[src/rtl/uart_tx_arbiter.sv]
// Round-robin arbiter that shares one UART sender between four byte
// requesters. It captures the winning byte, drives tx_data/tx_en, follows the
// sender's idle/busy status through the frame, then waits GAP_TICKS baud edges
// before the next grant.
//
// Ports:
//   clk, reset      system clock, synchronous active-high reset
//   send_clk        baud clock (square wave or one-cycle pulse), edge-detected
//   req[3:0]        level requests, held until acked
//   req_data[31:0]  requester i byte on [8i+7:8i]
//   ack[3:0]        one-hot, one-cycle capture pulse
//   tx_data[7:0]    byte to sender, stable from grant until back in IDLE
//   tx_en           send request to sender
//   tx_status       sender status, 1 = idle, 0 = transmitting
//   grant_id[1:0]   current/last granted requester
//   busy            high whenever not IDLE
//   err             sticky start-timeout flag
module uart_tx_arbiter #(
  parameter int unsigned GAP_TICKS     = 2,
  parameter int unsigned START_TIMEOUT = 4
) (
  input  logic        clk,
  input  logic        reset,
  input  logic        send_clk,
  input  logic [3:0]  req,
  input  logic [31:0] req_data,
  output logic [3:0]  ack,
  output logic [7:0]  tx_data,
  output logic        tx_en,
  input  logic        tx_status,
  output logic [1:0]  grant_id,
  output logic        busy,
  output logic        err
);

  localparam int unsigned CNT_LIMIT = (GAP_TICKS > START_TIMEOUT) ? GAP_TICKS : START_TIMEOUT;
  localparam int unsigned CW        = (CNT_LIMIT < 1) ? 1 : $clog2(CNT_LIMIT + 1);

  typedef enum logic [1:0] {
    S_IDLE,
    S_LOAD,
    S_SEND,
    S_GAP
  } state_t;

  state_t          state, state_d;
  logic            send_clk_q;
  logic            tick;
  logic [CW-1:0]   cnt, cnt_d, cnt_inc;
  logic [3:0]      ack_d;
  logic [7:0]      tx_data_d;
  logic            tx_en_d;
  logic [1:0]      grant_d;
  logic            err_d;
  logic            win_found;
  logic [1:0]      win_id;
  logic [1:0]      cand;
  logic [7:0]      win_byte;

  // One cycle of history turns either a square wave or a pulse into a tick.
  assign tick    = send_clk & ~send_clk_q;
  // Saturating increment so the counter never wraps.
  assign cnt_inc = (cnt == {CW{1'b1}}) ? cnt : cnt + CW'(1);

  // Circular search for the first active request after the last grant.
  always_comb begin
    win_found = 1'b0;
    win_id    = grant_id;
    cand      = '0;
    for (int k = 0; k < 4; k++) begin
      cand = grant_id + 2'(k + 1);
      if (!win_found && req[cand]) begin
        win_found = 1'b1;
        win_id    = cand;
      end
    end
  end

  assign win_byte = req_data[{win_id, 3'b000} +: 8];

  // Next-state and next-output logic.
  always_comb begin
    state_d   = state;
    cnt_d     = cnt;
    ack_d     = '0;
    tx_en_d   = 1'b0;
    tx_data_d = tx_data;
    grant_d   = grant_id;
    err_d     = err;
    unique case (state)
      S_IDLE: begin
        // A sender still busy from before a reset blocks the grant.
        if (win_found && tx_status) begin
          state_d   = S_LOAD;
          ack_d     = 4'(4'b0001 << win_id);
          tx_data_d = win_byte;
          grant_d   = win_id;
          tx_en_d   = 1'b1;
          cnt_d     = '0;
        end
      end
      S_LOAD: begin
        tx_en_d = 1'b1;
        // Sender going busy wins over a coincident timeout tick.
        if (!tx_status) begin
          state_d = S_SEND;
          tx_en_d = 1'b0;
          cnt_d   = '0;
        end else if (tick) begin
          cnt_d = cnt_inc;
          if (cnt_inc >= CW'(START_TIMEOUT)) begin
            state_d = S_GAP;
            tx_en_d = 1'b0;
            err_d   = 1'b1;
            cnt_d   = '0;
          end
        end
      end
      S_SEND: begin
        if (tx_status) begin
          state_d = S_GAP;
          cnt_d   = '0;
        end
      end
      S_GAP: begin
        if (GAP_TICKS == 0) begin
          state_d = S_IDLE;
        end else if (tick) begin
          cnt_d = cnt_inc;
          if (cnt_inc >= CW'(GAP_TICKS)) begin
            state_d = S_IDLE;
            cnt_d   = '0;
          end
        end
      end
    endcase
  end

  // State and registered outputs.
  always_ff @(posedge clk) begin
    if (reset) begin
      state      <= S_IDLE;
      send_clk_q <= 1'b0;
      cnt        <= '0;
      ack        <= '0;
      tx_en      <= 1'b0;
      tx_data    <= '0;
      grant_id   <= 2'd3;
      busy       <= 1'b0;
      err        <= 1'b0;
    end else begin
      state      <= state_d;
      send_clk_q <= send_clk;
      cnt        <= cnt_d;
      ack        <= ack_d;
      tx_en      <= tx_en_d;
      tx_data    <= tx_data_d;
      grant_id   <= grant_d;
      busy       <= (state_d != S_IDLE);
      err        <= err_d;
    end
  end

endmodule

[config.mk]
export PLATFORM = sky130hd
export DESIGN_NAME = uart_tx_arbiter
export DESIGN_NICKNAME = d
export VERILOG_FILES = /design/src/rtl/uart_tx_arbiter.sv
export SDC_FILE = /design/constraint.sdc
export NUM_CORES = 1
export LEC_CHECK = 0
export ABC_AREA = 1
export CELL_PAD_IN_SITES_DETAIL_PLACEMENT = 1
export CELL_PAD_IN_SITES_GLOBAL_PLACEMENT = 1
export CORE_MARGIN = 10
export CORE_UTILIZATION = 32
export DETAILED_ROUTE_END_ITERATION = 8
export GPL_TIMING_DRIVEN = 0
export PLACE_DENSITY_LB_ADDON = 0.1
export SLEW_MARGIN = 20
export SYNTH_ARGS = -nofsm -noshare
export SYNTH_HDL_FRONTEND = slang
export SYNTH_SLANG_ARGS = --single-unit
[constraint.sdc]
create_clock -name clk -period 3.35 [get_ports clk]
set_input_delay 0.67 -clock clk [delete_from_list [all_inputs] [get_ports clk]]
set_output_delay 0.67 -clock clk [all_outputs]
set_load 0.02 [all_outputs]
==> qor.yml <==
power:
  powerDensity_mw_per_mm2: 667
  p_leak_uw: 0.00100
  sequentialPowerShare: 0.247
  power_switching_uw: 688
  switching_share: 0.469
  p_comb_frac: 0.637
  ir_drop_v: 0.000206
  p_clk_frac: 0.116
  intPower_uw: 779
placed_design:
  dp_slack_ns: 0.759
  placed_area_mm2: 0.00216
  dp.cells: 348
  hpwl_um: 4040
  place_congestion: 0.783
  portBuffers: 54
grt:
  grt_max_degree: 13
  grt_pass1_wl_um: 8080
  grt.total_usage: 0.125
  gr-total-overflow: 0
  antenna_found_initial: 0
  grt_pass1_vias: 1817
timing:
  slew_headroom: 0.693
  fin_crit_ns: 2.27
  clock_skew_ns: 0.00300
  fin_tns_setup_ns: 0
  tightest_slew_ns: 0.460
  max_freq_ghz: 0.440
  setup_viol: 0
  drv_slew: 0
  rsz0062_at_grt: "no"
  post-route-period-util: 0.678
  hold_violations: 0
  setup_slack_ns: 1.08
routing:
  vias: 1715
  wl_um: 4840
  routedWlPerCell_um: 13.7
  drt_iter0_drc: 32
  antenna_left: 0
  firstDrtPassIters: 4
  drc: 0
  via_per_inst: 4.87
critical_path:
  crit_chain: "clkdlybuf4s50_1 -> nand2_2 -> nand2_2 -> nand2_1 -> nand2_2 -> nand2_4 -> nand2_1 -> nand2_1 -> nand2_1 -> nand2_2 -> inv_2 -> nand2_1 -> nand3_1 -> a21oi_1"
  crit_type: "in2reg"
  worstRegToRegCells: 14
  crit_arrival_ns: 2.41
  r2r-end: "tx_data[4]"
  crit_path_max_incr_delay_ns: 0.52
  rrSetupSlack_ns: 1.44
  slowest_stage: "clkdlybuf4s50_1"
  r2r-start: "grant_id[1]"
  cp-start-kind: "input port"
  critPathBufInv: 2
  end_kind: "register"
  cp_data_required_time_ns: 3.49
  critPathMostFrequentCell: "nand2_1"
  critPathTopFamily: "simple AND/OR/NAND/NOR gates"
  crit_fanout: 10
  critPathLaunch: "req[0]"
floorplanning:
  dieWidth_um: 89.5
  ios: 57
  die_area_mm2: 0.00802
  coreArea_mm2: 0.00469
  die_h_um: 89.5
  rows: 25
  initial_core_util: 0.330
synth:
  synth_nets: 281
  syn-cell-area_mm2: 0.00155
  synth_edf_count: 0
  yosysTopAreaCell: "dfxtp_1"
  synthTopCellsByCount: "nand2_1, nand3_1, dfxtp_1"
  async_flop_share: 0
  synth.most_common_cell: "nand2_1"
  syn-instance-count: 240
  synth_cell_types: 26
  ys_top_cells_by_area: "dfxtp_1, nand2_1, nand3_1, nand2_2, a21oi_1"
  ys_warn_count: 0
  ys.flop_type: "dfxtp_1"
  syn_area_per_cell_um2: 6.45
  synth-seq-cells: 23
  yosysTopAreaCellShare: 0.297
  yosysSeqAreaShare: 0.297
clock_tree:
  clkTransAtPathRegs_ns: 0.08
  clockRootBuffer: "clkbuf_8"
  clock_tree.buffer_depth: 2
  cts_max_level: 1
  hold_buffers: 0
  clock_latency_ns: 0.26
  cts_tree: "built"
  post_cts_buffers: 0
  cts_inserted_buffers: 3
  cts_resized: 0
  cts_sinks: 23
cells_and_area:
  diodes: 0
  multiInputGateArea_um2: 933
  area_growth_pct: 42.2
  seqCellArea_um2: 460
  fin_area_mm2: 0.00220
  final_cells: 352
  nNetsFinal: 340
  drive_gt1_frac: 0.138
  fill_cells: 631
status:
  status: "completed"
worst_hold_path:
  holdPathEnd: "tx_data[6]"
  hp-class: "reg2reg"
  min_from: "tx_data[6]"
  hold_depth: 2
job:
  drv_cap: 0
## registers in the layout (all words and copies together) (netlist names)
name        flops
tx_data         8
err             1
tx_en           1
ack             4
busy            1
grant_id        2
state           2
cnt             3
send_clk_q      1
## cell families (layout without fill, tap and decap cells)
logic type | Yosys count | after routing | synth area share
buf+inv | 31 | 89 | 0.0994
simple gates | 159 | 159 | 0.501
fa+ha+maj | 1 | 1 | 0.00808
compound gates | 26 | 26 | 0.0938
flops | 23 | 23 | 0.297
## tightest hold or removal path, stage by stage (launching register included)
cell,delay [ns]
dfxtp_1,0.31
nand2_1,0.06
a21oi_1,0.06
## power groups by stage
| stage | Sequential [µW] | Clock [µW] | Combinational (µW) |
|---|---|---|---|
| finish | 362 | 170 | 935 |
| global route | 371 | 188 | 1050 |
| CTS | 363 | 178 | 956 |
| detailed placement | 370 | 0 | 952 |
| global placement | 368 | 0 | 938 |
| floorplan | 423 | 0 | 595 |
## worst max path at each step
stage | depth (start not counted) | slack, ns | to
3_3_place_gp | 14 | 0.80 | tx_data[4]
5_1_grt | 13 | 0.87 | tx_data[4]
6_report | 14 | 1.08 | tx_data[4]
3_5_place_dp | 14 | 0.76 | tx_data[4]
2_1_floorplan | 15 | 1.56 | tx_data[1]
4_1_cts | 14 | 1.03 | tx_data[4]
## per-layer routing
layer,track usage,vias up,share of wire
li1,-,896,-
met4,0.0217,0,0.0079
met5,0,-,0
met2,0.222,35,0.50
met3,0.0410,5,0.056
met1,0.143,779,0.44
## final cells by class
class                   instances  share of cell area
plain buffers                   9              0.0313
clock buffers                   4              0.0205
inverters                      22              0.0387
multi-input cells             186               0.424
flip-flops and latches         23               0.209
well taps                      54              0.0307
repair buffers                 54               0.246
## metrics by stage
stage | hold WS [ns] | utilization | power, µW
2_1_floorplan | 0.431 | - | 1020
3_5_place_dp | 0.462 | 0.459 | 1320
4_1_cts | 0.473 | 0.469 | 1500
6_report | 0.469 | 0.469 | 1470
5_1_grt | 0.490 | 0.469 | 1610
3_3_place_gp | 0.455 | 0.459 | 1310
## placed cells by master, fill, tap and decap left out, drive strengths merged
master and count:
nand3b 8, a21oi 16, o21ai 4, a31oi 2, clkbuf 7, or2 2
nor3 2, o21a 1, o211ai 1, nor2 19, o31a 1, dfxtp 23
buf 6, ha 1, nand2 85, nand3 43, a22oi 1, clkdlybuf4s50 54
inv 22
(Power assumes the default switching activity.)
